## config.mk

```make
export PLATFORM = sky130hd
export DESIGN_NAME = uart_top_flat
export DESIGN_NICKNAME = d
export VERILOG_FILES = /design/src/rtl/uart_top_if.sv /design/src/rtl/uart_top.sv /design/src/flat_wrapper.sv
export SDC_FILE = /design/constraint.sdc
export NUM_CORES = 1
export LEC_CHECK = 0
export CAP_MARGIN = 25
export CORE_ASPECT_RATIO = 1.25
export CORE_UTILIZATION = 60
export CTS_BUF_LIST = sky130_fd_sc_hd__clkbuf_4
export CTS_CLUSTER_SIZE = 8
export DETAILED_ROUTE_END_ITERATION = 6
export PLACE_DENSITY = 0.83
export SETUP_SLACK_MARGIN = 0.2
export SLEW_MARGIN = 40
export SYNTH_ARGS = -nofsm -noshare
export SYNTH_HDL_FRONTEND = slang
export SYNTH_SLANG_ARGS = --single-unit
```

## constraint.sdc

```tcl
create_clock -name clk_50m -period 6.47 [get_ports clk_50m]
set_input_delay 0.647 -clock clk_50m [delete_from_list [all_inputs] [get_ports clk_50m]]
set_output_delay 0.647 -clock clk_50m [all_outputs]
set_load 0.05 [all_outputs]
```

## src/rtl/uart_top_if.sv

```systemverilog
`default_nettype none
// ============================================================================
//  Module      : uart_top_if
//  Description : Parallel and serial signal bundle for the 8N1 UART.
//                slave  modport - the UART itself
//                master modport - fabric / test driver side
//  Signals     : data_in[7:0], Tx_en, Rx, Rx_en, ready_clr  (toward UART)
//                Tx, Tx_busy, ready, data_out[7:0]           (from UART)
//  Revision    : 1.0 - initial release
// ============================================================================
interface uart_top_if;
    logic [7:0] data_in;
    logic       Tx_en;
    logic       Tx;
    logic       Tx_busy;
    logic       Rx;
    logic       Rx_en;
    logic       ready;
    logic       ready_clr;
    logic [7:0] data_out;

    modport slave (
        input  data_in, Tx_en, Rx, Rx_en, ready_clr,
        output Tx, Tx_busy, ready, data_out
    );

    modport master (
        output data_in, Tx_en, Rx, Rx_en, ready_clr,
        input  Tx, Tx_busy, ready, data_out
    );
endinterface
`default_nettype wire

```

## src/rtl/uart_top.sv

```systemverilog
`default_nettype none
// ============================================================================
//  Module      : uart_top
//  Description : 8N1 UART - transmitter with a TX_DIV bit timer and a
//                16x-oversampling receiver with a RX_DIV tick timer.
//  Ports       : clk_50m - system clock (rising edge)
//                rst     - asynchronous active-high reset
//                bus     - uart_top_if.slave (byte handshake + serial pins)
//  Revision    : 1.0 - initial release
// ============================================================================
module uart_top #(
    parameter int CLK_FREQ = 50_000_000,
    parameter int BAUD     = 115200
) (
    input  wire logic  clk_50m,
    input  wire logic  rst,
    uart_top_if.slave  bus
);
    localparam int c_TX_DIV = CLK_FREQ / BAUD;
    localparam int c_RX_DIV = CLK_FREQ / (16 * BAUD);
    localparam int c_TXW    = (c_TX_DIV > 1) ? $clog2(c_TX_DIV) : 1;
    localparam int c_RXW    = (c_RX_DIV > 1) ? $clog2(c_RX_DIV) : 1;
    localparam logic [c_TXW-1:0] c_TX_LAST = c_TXW'(c_TX_DIV - 1);
    localparam logic [c_RXW-1:0] c_RX_LAST = c_RXW'(c_RX_DIV - 1);

    typedef enum logic [1:0] {TX_IDLE = 2'd0, TX_START = 2'd1, TX_DATA = 2'd2, TX_STOP = 2'd3} tx_state_t;
    typedef enum logic [1:0] {RX_IDLE = 2'd0, RX_START = 2'd1, RX_DATA = 2'd2, RX_STOP = 2'd3} rx_state_t;

    // ---------------- transmitter ----------------
    tx_state_t        r_tx_state_q, w_tx_state_d;
    logic [c_TXW-1:0] r_tx_div_q,   w_tx_div_d;
    logic [2:0]       r_tx_bit_q,   w_tx_bit_d;
    logic [7:0]       r_tx_shift_q, w_tx_shift_d;
    logic             w_tx_bit_end;

    always_ff @(posedge clk_50m or posedge rst) begin
        if (rst) begin
            r_tx_state_q <= TX_IDLE;
            r_tx_div_q   <= '0;
            r_tx_bit_q   <= '0;
            r_tx_shift_q <= '0;
        end else begin
            r_tx_state_q <= w_tx_state_d;
            r_tx_div_q   <= w_tx_div_d;
            r_tx_bit_q   <= w_tx_bit_d;
            r_tx_shift_q <= w_tx_shift_d;
        end
    end

    always_comb begin
        w_tx_state_d = r_tx_state_q;
        w_tx_div_d   = r_tx_div_q;
        w_tx_bit_d   = r_tx_bit_q;
        w_tx_shift_d = r_tx_shift_q;
        w_tx_bit_end = (r_tx_div_q == c_TX_LAST);
        if (r_tx_state_q == TX_IDLE) begin
            // Divider held at zero so the start bit gets a full TX_DIV clocks.
            w_tx_div_d = '0;
            if (bus.Tx_en) begin
                w_tx_shift_d = bus.data_in;
                w_tx_bit_d   = '0;
                w_tx_state_d = TX_START;
            end
        end else begin
            w_tx_div_d = w_tx_bit_end ? '0 : r_tx_div_q + 1'b1;
            if (w_tx_bit_end) begin
                case (r_tx_state_q)
                    TX_START: w_tx_state_d = TX_DATA;
                    TX_DATA: begin
                        w_tx_shift_d = {1'b0, r_tx_shift_q[7:1]};
                        w_tx_bit_d   = r_tx_bit_q + 3'd1;
                        if (r_tx_bit_q == 3'd7)
                            w_tx_state_d = TX_STOP;
                    end
                    default: w_tx_state_d = TX_IDLE;
                endcase
            end
        end
    end

    // Decoded straight from the state flops so reset forces the line high at once.
    assign bus.Tx      = (r_tx_state_q == TX_START) ? 1'b0 :
                         (r_tx_state_q == TX_DATA)  ? r_tx_shift_q[0] : 1'b1;
    assign bus.Tx_busy = (r_tx_state_q != TX_IDLE);

    // ---------------- receiver ----------------
    rx_state_t        r_rx_state_q, w_rx_state_d;
    logic [1:0]       r_rx_sync_q,  w_rx_sync_d;
    logic [c_RXW-1:0] r_rx_div_q,   w_rx_div_d;
    logic [3:0]       r_rx_tcnt_q,  w_rx_tcnt_d;
    logic [2:0]       r_rx_bit_q,   w_rx_bit_d;
    logic [7:0]       r_rx_shift_q, w_rx_shift_d;
    logic             r_armed_q,    w_armed_d;
    logic             r_ready_q,    w_ready_d;
    logic [7:0]       r_data_q,     w_data_d;
    logic             w_rx_s, w_rx_tick, w_rx_done, w_rx_good;

    always_ff @(posedge clk_50m or posedge rst) begin
        if (rst) begin
            r_rx_state_q <= RX_IDLE;
            r_rx_sync_q  <= 2'b11;
            r_rx_div_q   <= '0;
            r_rx_tcnt_q  <= '0;
            r_rx_bit_q   <= '0;
            r_rx_shift_q <= '0;
            r_armed_q    <= 1'b0;
            r_ready_q    <= 1'b0;
            r_data_q     <= '0;
        end else begin
            r_rx_state_q <= w_rx_state_d;
            r_rx_sync_q  <= w_rx_sync_d;
            r_rx_div_q   <= w_rx_div_d;
            r_rx_tcnt_q  <= w_rx_tcnt_d;
            r_rx_bit_q   <= w_rx_bit_d;
            r_rx_shift_q <= w_rx_shift_d;
            r_armed_q    <= w_armed_d;
            r_ready_q    <= w_ready_d;
            r_data_q     <= w_data_d;
        end
    end

    always_comb begin
        w_rx_sync_d  = {r_rx_sync_q[0], bus.Rx};
        w_rx_s       = r_rx_sync_q[1];
        w_rx_state_d = r_rx_state_q;
        w_rx_div_d   = r_rx_div_q;
        w_rx_tcnt_d  = r_rx_tcnt_q;
        w_rx_bit_d   = r_rx_bit_q;
        w_rx_shift_d = r_rx_shift_q;
        w_rx_done    = 1'b0;
        w_rx_good    = 1'b0;
        w_rx_tick    = (r_rx_div_q == c_RX_LAST);
        if (r_rx_state_q == RX_IDLE) begin
            // Oversample phase restarts on the falling edge of the start bit.
            w_rx_div_d  = '0;
            w_rx_tcnt_d = '0;
            if (r_armed_q && !w_rx_s)
                w_rx_state_d = RX_START;
        end else begin
            w_rx_div_d = w_rx_tick ? '0 : r_rx_div_q + 1'b1;
            if (w_rx_tick) begin
                w_rx_tcnt_d = r_rx_tcnt_q + 4'd1;
                case (r_rx_state_q)
                    RX_START: begin
                        // Half a bit in: confirm the start bit, otherwise it was a glitch.
                        if (r_rx_tcnt_q == 4'd7) begin
                            w_rx_tcnt_d  = '0;
                            w_rx_bit_d   = '0;
                            w_rx_state_d = w_rx_s ? RX_IDLE : RX_DATA;
                        end
                    end
                    RX_DATA: begin
                        if (r_rx_tcnt_q == 4'd15) begin
                            w_rx_shift_d = {w_rx_s, r_rx_shift_q[7:1]};
                            w_rx_bit_d   = r_rx_bit_q + 3'd1;
                            if (r_rx_bit_q == 3'd7)
                                w_rx_state_d = RX_STOP;
                        end
                    end
                    default: begin
                        if (r_rx_tcnt_q == 4'd15) begin
                            w_rx_done    = 1'b1;
                            w_rx_good    = w_rx_s;
                            w_rx_state_d = RX_IDLE;
                        end
                    end
                endcase
            end
        end

        w_armed_d = r_armed_q;
        if (w_rx_done)
            w_armed_d = 1'b0;
        if (bus.Rx_en)
            w_armed_d = 1'b1;

        // Set wins over clear when both land on the same edge.
        w_ready_d = r_ready_q;
        if (bus.ready_clr)
            w_ready_d = 1'b0;
        if (w_rx_good)
            w_ready_d = 1'b1;

        w_data_d = w_rx_good ? r_rx_shift_q : r_data_q;
    end

    assign bus.ready    = r_ready_q;
    assign bus.data_out = r_data_q;
endmodule
`default_nettype wire

```

## src/flat_wrapper.sv

```systemverilog
// flat-port wrapper written by rule: the top's interface ports become plain ports
module uart_top_flat 
#(
    parameter int CLK_FREQ = 50_000_000,
    parameter int BAUD     = 115200
)
  (clk_50m, rst, bus_data_in, bus_Tx_en, bus_Rx, bus_Rx_en, bus_ready_clr, bus_Tx, bus_Tx_busy, bus_ready, bus_data_out);
  uart_top_if bus_i ();
  input  wire logic clk_50m;
  input  wire logic rst;
  input wire logic [$bits(bus_i.data_in)-1:0] bus_data_in;
  input wire logic [$bits(bus_i.Tx_en)-1:0] bus_Tx_en;
  input wire logic [$bits(bus_i.Rx)-1:0] bus_Rx;
  input wire logic [$bits(bus_i.Rx_en)-1:0] bus_Rx_en;
  input wire logic [$bits(bus_i.ready_clr)-1:0] bus_ready_clr;
  output wire logic [$bits(bus_i.Tx)-1:0] bus_Tx;
  output wire logic [$bits(bus_i.Tx_busy)-1:0] bus_Tx_busy;
  output wire logic [$bits(bus_i.ready)-1:0] bus_ready;
  output wire logic [$bits(bus_i.data_out)-1:0] bus_data_out;
  assign bus_i.data_in = bus_data_in;
  assign bus_i.Tx_en = bus_Tx_en;
  assign bus_i.Rx = bus_Rx;
  assign bus_i.Rx_en = bus_Rx_en;
  assign bus_i.ready_clr = bus_ready_clr;
  assign bus_Tx = bus_i.Tx;
  assign bus_Tx_busy = bus_i.Tx_busy;
  assign bus_ready = bus_i.ready;
  assign bus_data_out = bus_i.data_out;
  uart_top #(.CLK_FREQ(CLK_FREQ), .BAUD(BAUD)) u_core (.clk_50m(clk_50m), .rst(rst), .bus(bus_i));
endmodule
```

==> results of run 1 <==
## state kept, by name (all words and copies together), names as in the netlist, 3 cells and up
register and cells:
u_core.bus.data_out 8, u_core.r_rx_shift_q 8, u_core.r_tx_bit_q 3, u_core.r_rx_tcnt_q 4, u_core.r_tx_div_q 9, u_core.r_rx_div_q 5
u_core.r_tx_shift_q 8, u_core.r_rx_bit_q 3
## path summary, 6_finish.rpt
check                                  startpoint               endpoint  cells after the start
max in group asynchronous                     rst   u_core.r_rx_div_q[0]                      3
max                        u_core.r_tx_state_q[0]            bus_Tx_busy                      4
min reg2reg                 u_core.r_rx_sync_q[0]  u_core.r_rx_sync_q[1]                      0
min in group asynchronous                     rst   u_core.r_rx_bit_q[0]                      3
max reg2reg                u_core.r_rx_state_q[0]   u_core.r_rx_bit_q[0]                      6
min                         u_core.r_rx_sync_q[0]  u_core.r_rx_sync_q[1]                      0
## cells by family (layout without fill, tap and decap cells)
group | after synthesis | after routing | share of synthesized area (%)
AOI/OAI and AO/OA | 44 | 44 | 11.33
xor gates and xnor gates | 9 | 9 | 2.974
adders and majority gates | 16 | 16 | 7.554
buffers and inverters | 26 | 50 | 4.296
DFF | 56 | 56 | 52.97
muxes | 18 | 18 | 7.507
and+or+nand+nor | 70 | 70 | 13.36
## stage by stage
step           hold slack, ns  instances  setup slack (ns)  utilization (%)
6_report               0.3604        319             3.731            72.09
5_1_grt                0.3455        319             3.648            72.09
4_1_cts                0.3585        319             3.710            72.09
3_5_place_dp           0.3518        311             4.162            70.07
3_3_place_gp           0.3469        311             4.159            70.07
2_1_floorplan          0.3452        239             4.427                -
## cell type report
class,count,area [µm²]
flip-flops and latches,56,1404
fillers,341,1162
multi-input cells,157,1132
repair buffers,25,247.7
well taps,56,70.07
inverters,17,63.81
clock inverters,3,46.29
clock buffers,5,37.54
## per-layer routing
layer	up-vias	GRT usage [%]	share of wire, %	routed length [µm]
li1	879	-	-	-
met2	25	34.57	52	2219
met1	867	27.32	44	1848
met4	0	7.778	1.4	59
met3	6	5.263	2.4	101
met5	-	0	0	0
## power breakdown
part	internal, µW	switching [µW]	total, µW
Clock	82.8	109	192
Combinational	28.2	29.1	57.3
Sequential	366	15.0	381
Total	477	153	631
## critical path: cells and delay by family (launching register included)
kind / cells / cell delay (ns)
flip-flops: 1 / 0.41
adder cells (fa/ha/maj): 1 / 0.28
buffers and inverters: 3 / 1.04
## layout by cell type (no fill, tap or decap), drive strengths merged, types with 4 or more instances in the layout
| cell | instances |
|---|---|
| dfrtp | 54 |
| clkdlybuf4s50 | 24 |
| nor2 | 19 |
| inv | 18 |
| nand2 | 16 |
| ha | 16 |
| mux2 | 15 |
| nand3 | 11 |
| o21ai | 9 |
| a21oi | 8 |
| o21a | 6 |
| o22a | 6 |
| xor2 | 5 |
| clkbuf | 5 |
| xnor2 | 4 |
==> results.yml, run 1 <==
run_status:
  status: "complete, no violations"
clock_network:
  htree_levels: 2
  clock-sinks: 56
  post_cts_buffers: 0
  cts.repair.resized: 0
  hold_buffers: 0
  clk_latency_ns: 0.38
  cts-root-buf: "clkbuf_4"
  cts.reportedPaths.clkPinSlew_ns: 0.16
  tritoncts: "done"
  clock_path_buffers: 2
  cts_made_buffers: 5
timing:
  clock-skew-final_ns: 0.01216
  setup_viol: 0
  grt_setup_unrepaired: "false"
  hold_violations: 0
  report.final.slew_viol_count: 0
  setup_tns_ns: 0
  relSlewSlack_pct: 50.88
  max_freq_ghz: 0.3650
  min_period_ns: 2.739
  period_share_pct: 42.34
  worst_pin_slew_ns: 0.7319
routing:
  antenna_left: 0
  wirelength_mm: 4.229
  viasPerCell: 5.571
  vias: 1777
  drc: 0
  drt_pass1_iterations: 4
  wl_per_cell_um: 13.26
  drt_iter0_drc: 50
worst_setup_path:
  path_cells: "inv_1 -> ha_1 -> inv_1 -> clkdlybuf4s50_1"
  cp_max_fo: 7
  crit_type: "register to output port"
  r2r_setup_slack_ns: 4.23
  worstSetupEndpointType: "output port"
  crit_arrival_ns: 2.09
  max_stage_delay_ns: 0.82
  crit_slowest_cell: "clkdlybuf4s50_1"
  startpoint_type: "register"
  crit_path_frequent_cell: "inv_1"
  crit_required_ns: 5.82
flow_run:
  drv_cap: 0
cells_and_area:
  num_antenna_cells: 0
  design_area_mm2: 0.003002
  layout-area-overhead-vs-synth_pct: 13.27
  final_layout_size_suffix_gt1_share_pct: 12.93
  final_nets: 292
synth:
  ys_warn_count: 0
  yosys-top-cells-count: "dfrtp_1, nor2_1, inv_1, ha_1, nand2_1"
  ys_ff_latch: 56
  netlist_area_mm2: 0.002650
  yosysMostFrequentCell: "dfrtp_1"
  ys_dominant_reg_cell: "dfrtp_1"
  synthCells: 239
  synthTopCellsByArea: "dfrtp_1, ha_1, mux2_2"
  syn-num-nets: 269
  synthArstFlopShare_pct: 100.0
  netlist.area_leader.share_pct: 50.99
  netlist-cell-type-count: 44
  synth_top_cell_by_area: "dfrtp_1"
  yosysSeqAreaShare_pct: 52.97
  avgSynthCellArea_um2: 11.09
  synth_edf_count: 0
global_routing:
  grt_pass1_wl_mm: 7.500
  grt_overflow_total: 0
  antenna_found_initial: 0
  grtUsageTotal_pct: 21.36
  grt_max_degree: 57
  grt_pass1_vias: 1774
floorplan:
  die_w_um: 61.44
  die_area_mm2: 0.004688
  ioPinCount: 25
  start_util_pct: 63.64
  core_area_mm2: 0.004164
  die_y_um: 76.31
  num_rows: 26
place:
  port_buffers: 24
  gp_congestion: 0.8160
  place.detailed.hpwl_mm: 3.011
  dpl_cell_area_mm2: 0.002918
power_and_ir_drop:
  ir_drop_mv: 0.1529
  p_leak_uw: 0.001376
  power_uw: 630.5
  power_density_mw_per_mm2: 210.1
worst_hold_path:
  min_path_type: "register to register"
Note: power is estimated with default switching activity, not from simulation.
==> run 2: changes to the inputs <==
--- a/config.mk
+++ b/config.mk
@@ -7,11 +7,11 @@
 export LEC_CHECK = 0
 export CAP_MARGIN = 25
 export CORE_ASPECT_RATIO = 1.25
-export CORE_UTILIZATION = 60
+export CORE_UTILIZATION = 59
 export CTS_BUF_LIST = sky130_fd_sc_hd__clkbuf_4
 export CTS_CLUSTER_SIZE = 8
 export DETAILED_ROUTE_END_ITERATION = 6
-export PLACE_DENSITY = 0.83
+export PLACE_DENSITY = 0.82
 export SETUP_SLACK_MARGIN = 0.2
 export SLEW_MARGIN = 40
 export SYNTH_ARGS = -nofsm -noshare
==> constraint.sdc (replaced) <==
create_clock -name clk_50m -period 2.81 [get_ports clk_50m]
set_input_delay 0.281 -clock clk_50m [delete_from_list [all_inputs] [get_ports clk_50m]]
set_output_delay 0.281 -clock clk_50m [all_outputs]
set_load 0.05 [all_outputs]
==> results.yml, run 2 (same netlist as run 1, synthesis figures left out) <==
timing:
  report.final.slew_viol_count: 0
  worst_pin_slew_ns: 0.6071
  hold_violations: 0
  setup_viol: 0
  grt_setup_unrepaired: "false"
  min_period_ns: 2.345
  whs_ns: 0.1674
  max_freq_ghz: 0.4265
  clock-skew-final_ns: 0.01582
  relSlewSlack_pct: 59.40
  setup_tns_ns: 0
  period_share_pct: 83.43
worst_setup_path:
  crit_arrival_ns: 2.06
  crit_type: "register to output port"
  crit_required_ns: 2.53
  worstSetupEndpointType: "output port"
  cp_max_fo: 7
  ff2ff_path_depth: 6
  startpoint_type: "register"
floorplan:
  die_y_um: 76.93
  die_area_mm2: 0.004765
  ioPinCount: 25
  num_rows: 26
  die_w_um: 61.95
  start_util_pct: 63.15
  core_area_mm2: 0.004197
routing:
  drc: 0
  viasPerCell: 5.495
  drt_pass1_iterations: 4
  vias: 1764
  antenna_left: 0
  drt_iter0_drc: 113
  wirelength_mm: 4.275
  wl_per_cell_um: 13.32
power_and_ir_drop:
  power.share.clock_pct: 30.4
  p_sw_uw: 357.1
  p_leak_uw: 0.001387
  seq_power_share_pct: 60.2
  power_switching_share_pct: 24.52
  pwr-share-comb_pct: 9.4
  power.internal_uw: 1099
  ir_drop_mv: 0.3597
  power_density_mw_per_mm2: 482.8
clock_network:
  hold_buffers: 0
  htree_levels: 2
  clock-sinks: 56
  clock_path_buffers: 2
  clk_latency_ns: 0.38
  cts-root-buf: "clkbuf_4"
  cts.repair.resized: 0
  cts.reportedPaths.clkPinSlew_ns: 0.16
  post_cts_buffers: 0
  cts_made_buffers: 5
  tritoncts: "done"
cells_and_area:
  fillers: 290
  largest-register: "u_core.r_tx_div_q"
  num_antenna_cells: 0
  mostFrequentLayoutCells: "dfrtp_1, clkdlybuf4s50_1, nor2_1"
  final_layout_size_suffix_gt1_share_pct: 13.58
  layout-area-overhead-vs-synth_pct: 13.83
  multi_input_area_mm2: 0.001132
  final_common_cell: "dfrtp_1"
  largest_reg_flops: 9
  seqCellArea_mm2: 0.001404
  final_nets: 294
flow_run:
  drv_cap: 0
global_routing:
  grt_pass1_vias: 1796
  antenna_found_initial: 0
  grt_pass1_wl_mm: 7.596
  grt_max_degree: 24
  grtUsageTotal_pct: 21.10
  grt_overflow_total: 0
worst_hold_path:
  min_path_type: "primary input to asynchronous set/reset pin"
place:
  port_buffers: 24
  place.detailed.hpwl_mm: 3.135
  gp_congestion: 0.7994
run_status:
  status: "complete, no violations"
[run 2: critical path: stages (launching register included)]
cell and delay [ns]:
dfrtp_1 0.41, inv_1 0.08, ha_1 0.26, inv_1 0.13, clkdlybuf4s50_1 0.81
[run 2: final cells by class]
cell class / instances / share of cell area, %
clock inverters: 3 / 1.535
inverters: 17 / 2.115
multi-input cells: 157 / 37.54
flip-flops and latches: 56 / 46.54
clock buffers: 5 / 1.244
well taps: 56 / 2.323
repair buffers: 27 / 8.710
[run 2: path summary, 6_finish.rpt]
path	start	endpoint	slack [ns]
max	u_core.r_tx_state_q[0]	bus_Tx_busy	0.47
min	rst	u_core.r_rx_shift_q[4]	0.17
max reg2reg	u_core.r_rx_state_q[0]	u_core.r_rx_bit_q[1]	0.57
min reg2reg	u_core.r_rx_sync_q[0]	u_core.r_rx_sync_q[1]	0.36
max in group asynchronous	rst	u_core.r_rx_sync_q[0]	1.96
min in group clk_50m	bus_Rx	u_core.r_rx_sync_q[0]	0.31
[run 2: stage by stage]
stage | setup slack (ns) | instance area [µm²] | util [%] | total power, µW | cells
2_1_floorplan | 0.7871 | 2650 | - | 980.8 | 239
3_3_place_gp | 0.6941 | 2933 | 69.89 | 1024 | 313
3_5_place_dp | 0.6052 | 2933 | 69.89 | 1031 | 313
4_1_cts | 0.4431 | 3017 | 71.88 | 1472 | 321
5_1_grt | 0.3513 | 3017 | 71.88 | 1524 | 321
6_report | 0.4655 | 3017 | 71.88 | 1456 | 321
[run 2: power by group through the flow]
stage / combinational, µW / sequential [µW] / clock [µW]
after CTS: 139 / 878 / 455
final: 136 / 877 / 443
after global routing: 157 / 886 / 481
after floorplan: 95.8 / 885 / 0
after detailed placement: 138 / 893 / 0
after global placement: 134 / 891 / 0
[run 2: metal layers]
metal / track usage (%) / share of wire [%]
met5: 0 / 0
met4: 9.778 / 1.8
met3: 3.541 / 2.7
met2: 33.94 / 51
met1: 26.92 / 45
==> run 3: changes to the inputs <==
==> constraint.sdc (replaced) <==
create_clock -name clk_50m -period 2.2 [get_ports clk_50m]
set_input_delay 0.22 -clock clk_50m [delete_from_list [all_inputs] [get_ports clk_50m]]
set_output_delay 0.22 -clock clk_50m [all_outputs]
set_load 0.05 [all_outputs]
==> results.yml, run 3 (same netlist as run 1, synthesis figures left out) <==
global_routing:
  antenna_found_initial: 0
  grt_pass1_vias: 1728
  grt_max_degree: 39
  grt_pass1_wl_mm: 7.465
  grt_overflow_total: 0
  grtUsageTotal_pct: 21.00
worst_setup_path:
  r2r_setup_slack_ns: 0.30
  max_stage_delay_ns: 0.43
  path_cells: "inv_1 -> ha_1 -> and4b_1 -> and2_1 -> and3_4 -> mux2_2"
  crit_arrival_ns: 2.16
  crit_slowest_cell: "dfrtp_1"
  crit_required_ns: 2.46
  crit_type: "register to register"
  startpoint_type: "register"
  cp_max_fo: 8
  cp_top_family: "simple AND/OR/NAND/NOR gates"
  crit_buf_inv: 1
  worstSetupEndpointType: "register"
floorplan:
  die_y_um: 76.93
  ioPinCount: 25
  core_area_mm2: 0.004197
  die_area_mm2: 0.004765
  num_rows: 26
  start_util_pct: 63.15
  die_w_um: 61.95
place:
  place.detailed.hpwl_mm: 3.027
  gp_congestion: 0.8763
  dpl_cell_area_mm2: 0.002958
  port_buffers: 24
  dp_cells: 315
cells_and_area:
  final_cells: 322
  largest-register: "u_core.r_tx_div_q"
  final_layout_size_suffix_gt1_share_pct: 15.79
  final_common_cell: "dfrtp_1"
  num_antenna_cells: 0
  fillers: 305
  design_area_mm2: 0.003063
  mostFrequentLayoutCells: "dfrtp_1, clkdlybuf4s50_1, nor2_1"
  final_nets: 296
  layout-area-overhead-vs-synth_pct: 15.58
  largest_reg_flops: 9
power_and_ir_drop:
  pwr-share-comb_pct: 9.0
  power_switching_share_pct: 22.04
  seq_power_share_pct: 57.8
  p_leak_uw: 0.001410
  power.internal_uw: 1512
  power_density_mw_per_mm2: 633.0
  p_sw_uw: 427.3
  ir_drop_mv: 0.4638
  power.share.clock_pct: 33.2
flow_run:
  drv_cap: 0
routing:
  drt_iter0_drc: 98
  drt_pass1_iterations: 4
  vias: 1746
  drc: 0
  viasPerCell: 5.422
  wirelength_mm: 4.182
  antenna_left: 0
  wl_per_cell_um: 12.99
timing:
  grt_setup_unrepaired: "false"
  setup_tns_ns: 0
  max_freq_ghz: 0.5257
  min_period_ns: 1.902
  setup_viol: 0
  period_share_pct: 86.46
  report.final.slew_viol_count: 0
  worst_pin_slew_ns: 0.5007
  hold_violations: 0
  relSlewSlack_pct: 66.51
  clock-skew-final_ns: 0.01289
clock_network:
  clk_latency_ns: 0.37
  cts_made_buffers: 5
  htree_levels: 2
  clock-sinks: 56
  cts.reportedPaths.clkPinSlew_ns: 0.15
  clock_path_buffers: 2
  cts-root-buf: "clkbuf_4"
  tritoncts: "done"
worst_hold_path:
  min_path_type: "primary input to asynchronous set/reset pin"
run_status:
  status: "complete, no violations"
[run 3: metal layers]
| metal | vias to the layer above | share of wire, % | wire, µm | GRT usage (%) |
|---|---|---|---|---|
| met2 | 26 | 50 | 2089 | 32.55 |
| met5 | - | 0 | 0 | 0 |
| met1 | 833 | 45 | 1902 | 28.00 |
| met4 | 0 | 1.8 | 76 | 8.000 |
| li1 | 882 | - | - | - |
| met3 | 5 | 2.7 | 114 | 5.059 |
[run 3: repair_timing]
| action | CTS | global route |
|---|---|---|
| cloned | 0 | 0 |
| setup endpoints to repair | 16 | 18 |
| pin swaps | 0 | 1 |
| hold endpoints to repair | 0 | 0 |
| buffers inserted | 0 | 0 |
| hold buffers | 0 | 0 |
| gates resized for setup | 3 | 5 |
[run 3: power by group through the flow]
stage | logic, µW | clock network, µW | registers [µW]
finish | 175 | 644 | 1120
global route | 204 | 701 | 1130
CTS | 179 | 664 | 1120
detailed placement | 177 | 0 | 1140
global placement | 173 | 0 | 1140
floorplan | 122 | 0 | 1130
[run 3: path summary, 6_finish.rpt]
| path | startpoint | end | cells after the start |
|---|---|---|---|
| min in group clk_50m | bus_Rx | u_core.r_rx_sync_q[0] | 1 |
| max in group asynchronous | rst | u_core.r_rx_sync_q[0] | 3 |
| min reg2reg | u_core.r_rx_sync_q[0] | u_core.r_rx_sync_q[1] | 0 |
| max | u_core.r_rx_div_q[0] | u_core.bus.data_out[4] | 6 |
| max reg2reg | u_core.r_rx_div_q[0] | u_core.bus.data_out[4] | 6 |
| min | rst | u_core.bus.data_out[3] | 2 |
[run 3: worst reg2reg max path, cell delays in order (launching register included)]
cell	delay, ns
dfrtp_1	0.43
inv_1	0.07
ha_1	0.16
and4b_1	0.31
and2_1	0.21
and3_4	0.28
mux2_2	0.35
[run 3: per-stage QoR]
| step | power (µW) | worst slack, ns | hold slack [ns] | utilization, % |
|---|---|---|---|---|
| after floorplan | 1253 | 0.2573 | 0.2245 | - |
| after global placement | 1310 | 0.1409 | 0.3470 | 70.48 |
| after detailed placement | 1318 | 0.09335 | 0.3484 | 70.48 |
| after CTS | 1963 | 0.2112 | 0.1377 | 72.93 |
| after global routing | 2035 | 0.2114 | 0.1722 | 72.99 |
| final | 1939 | 0.2978 | 0.1375 | 72.99 |
[run 3: final cells by class]
cell class / instances / area, µm² / area share [%]
sequential: 56 / 1404 / 45.83
timing repair buffer: 29 / 282.8 / 9.232
clock inverter: 2 / 60.06 / 1.961
inverter: 17 / 63.81 / 2.083
multi-input combinational: 157 / 1145 / 37.38
tap: 56 / 70.07 / 2.288
clock buffer: 5 / 37.54 / 1.225
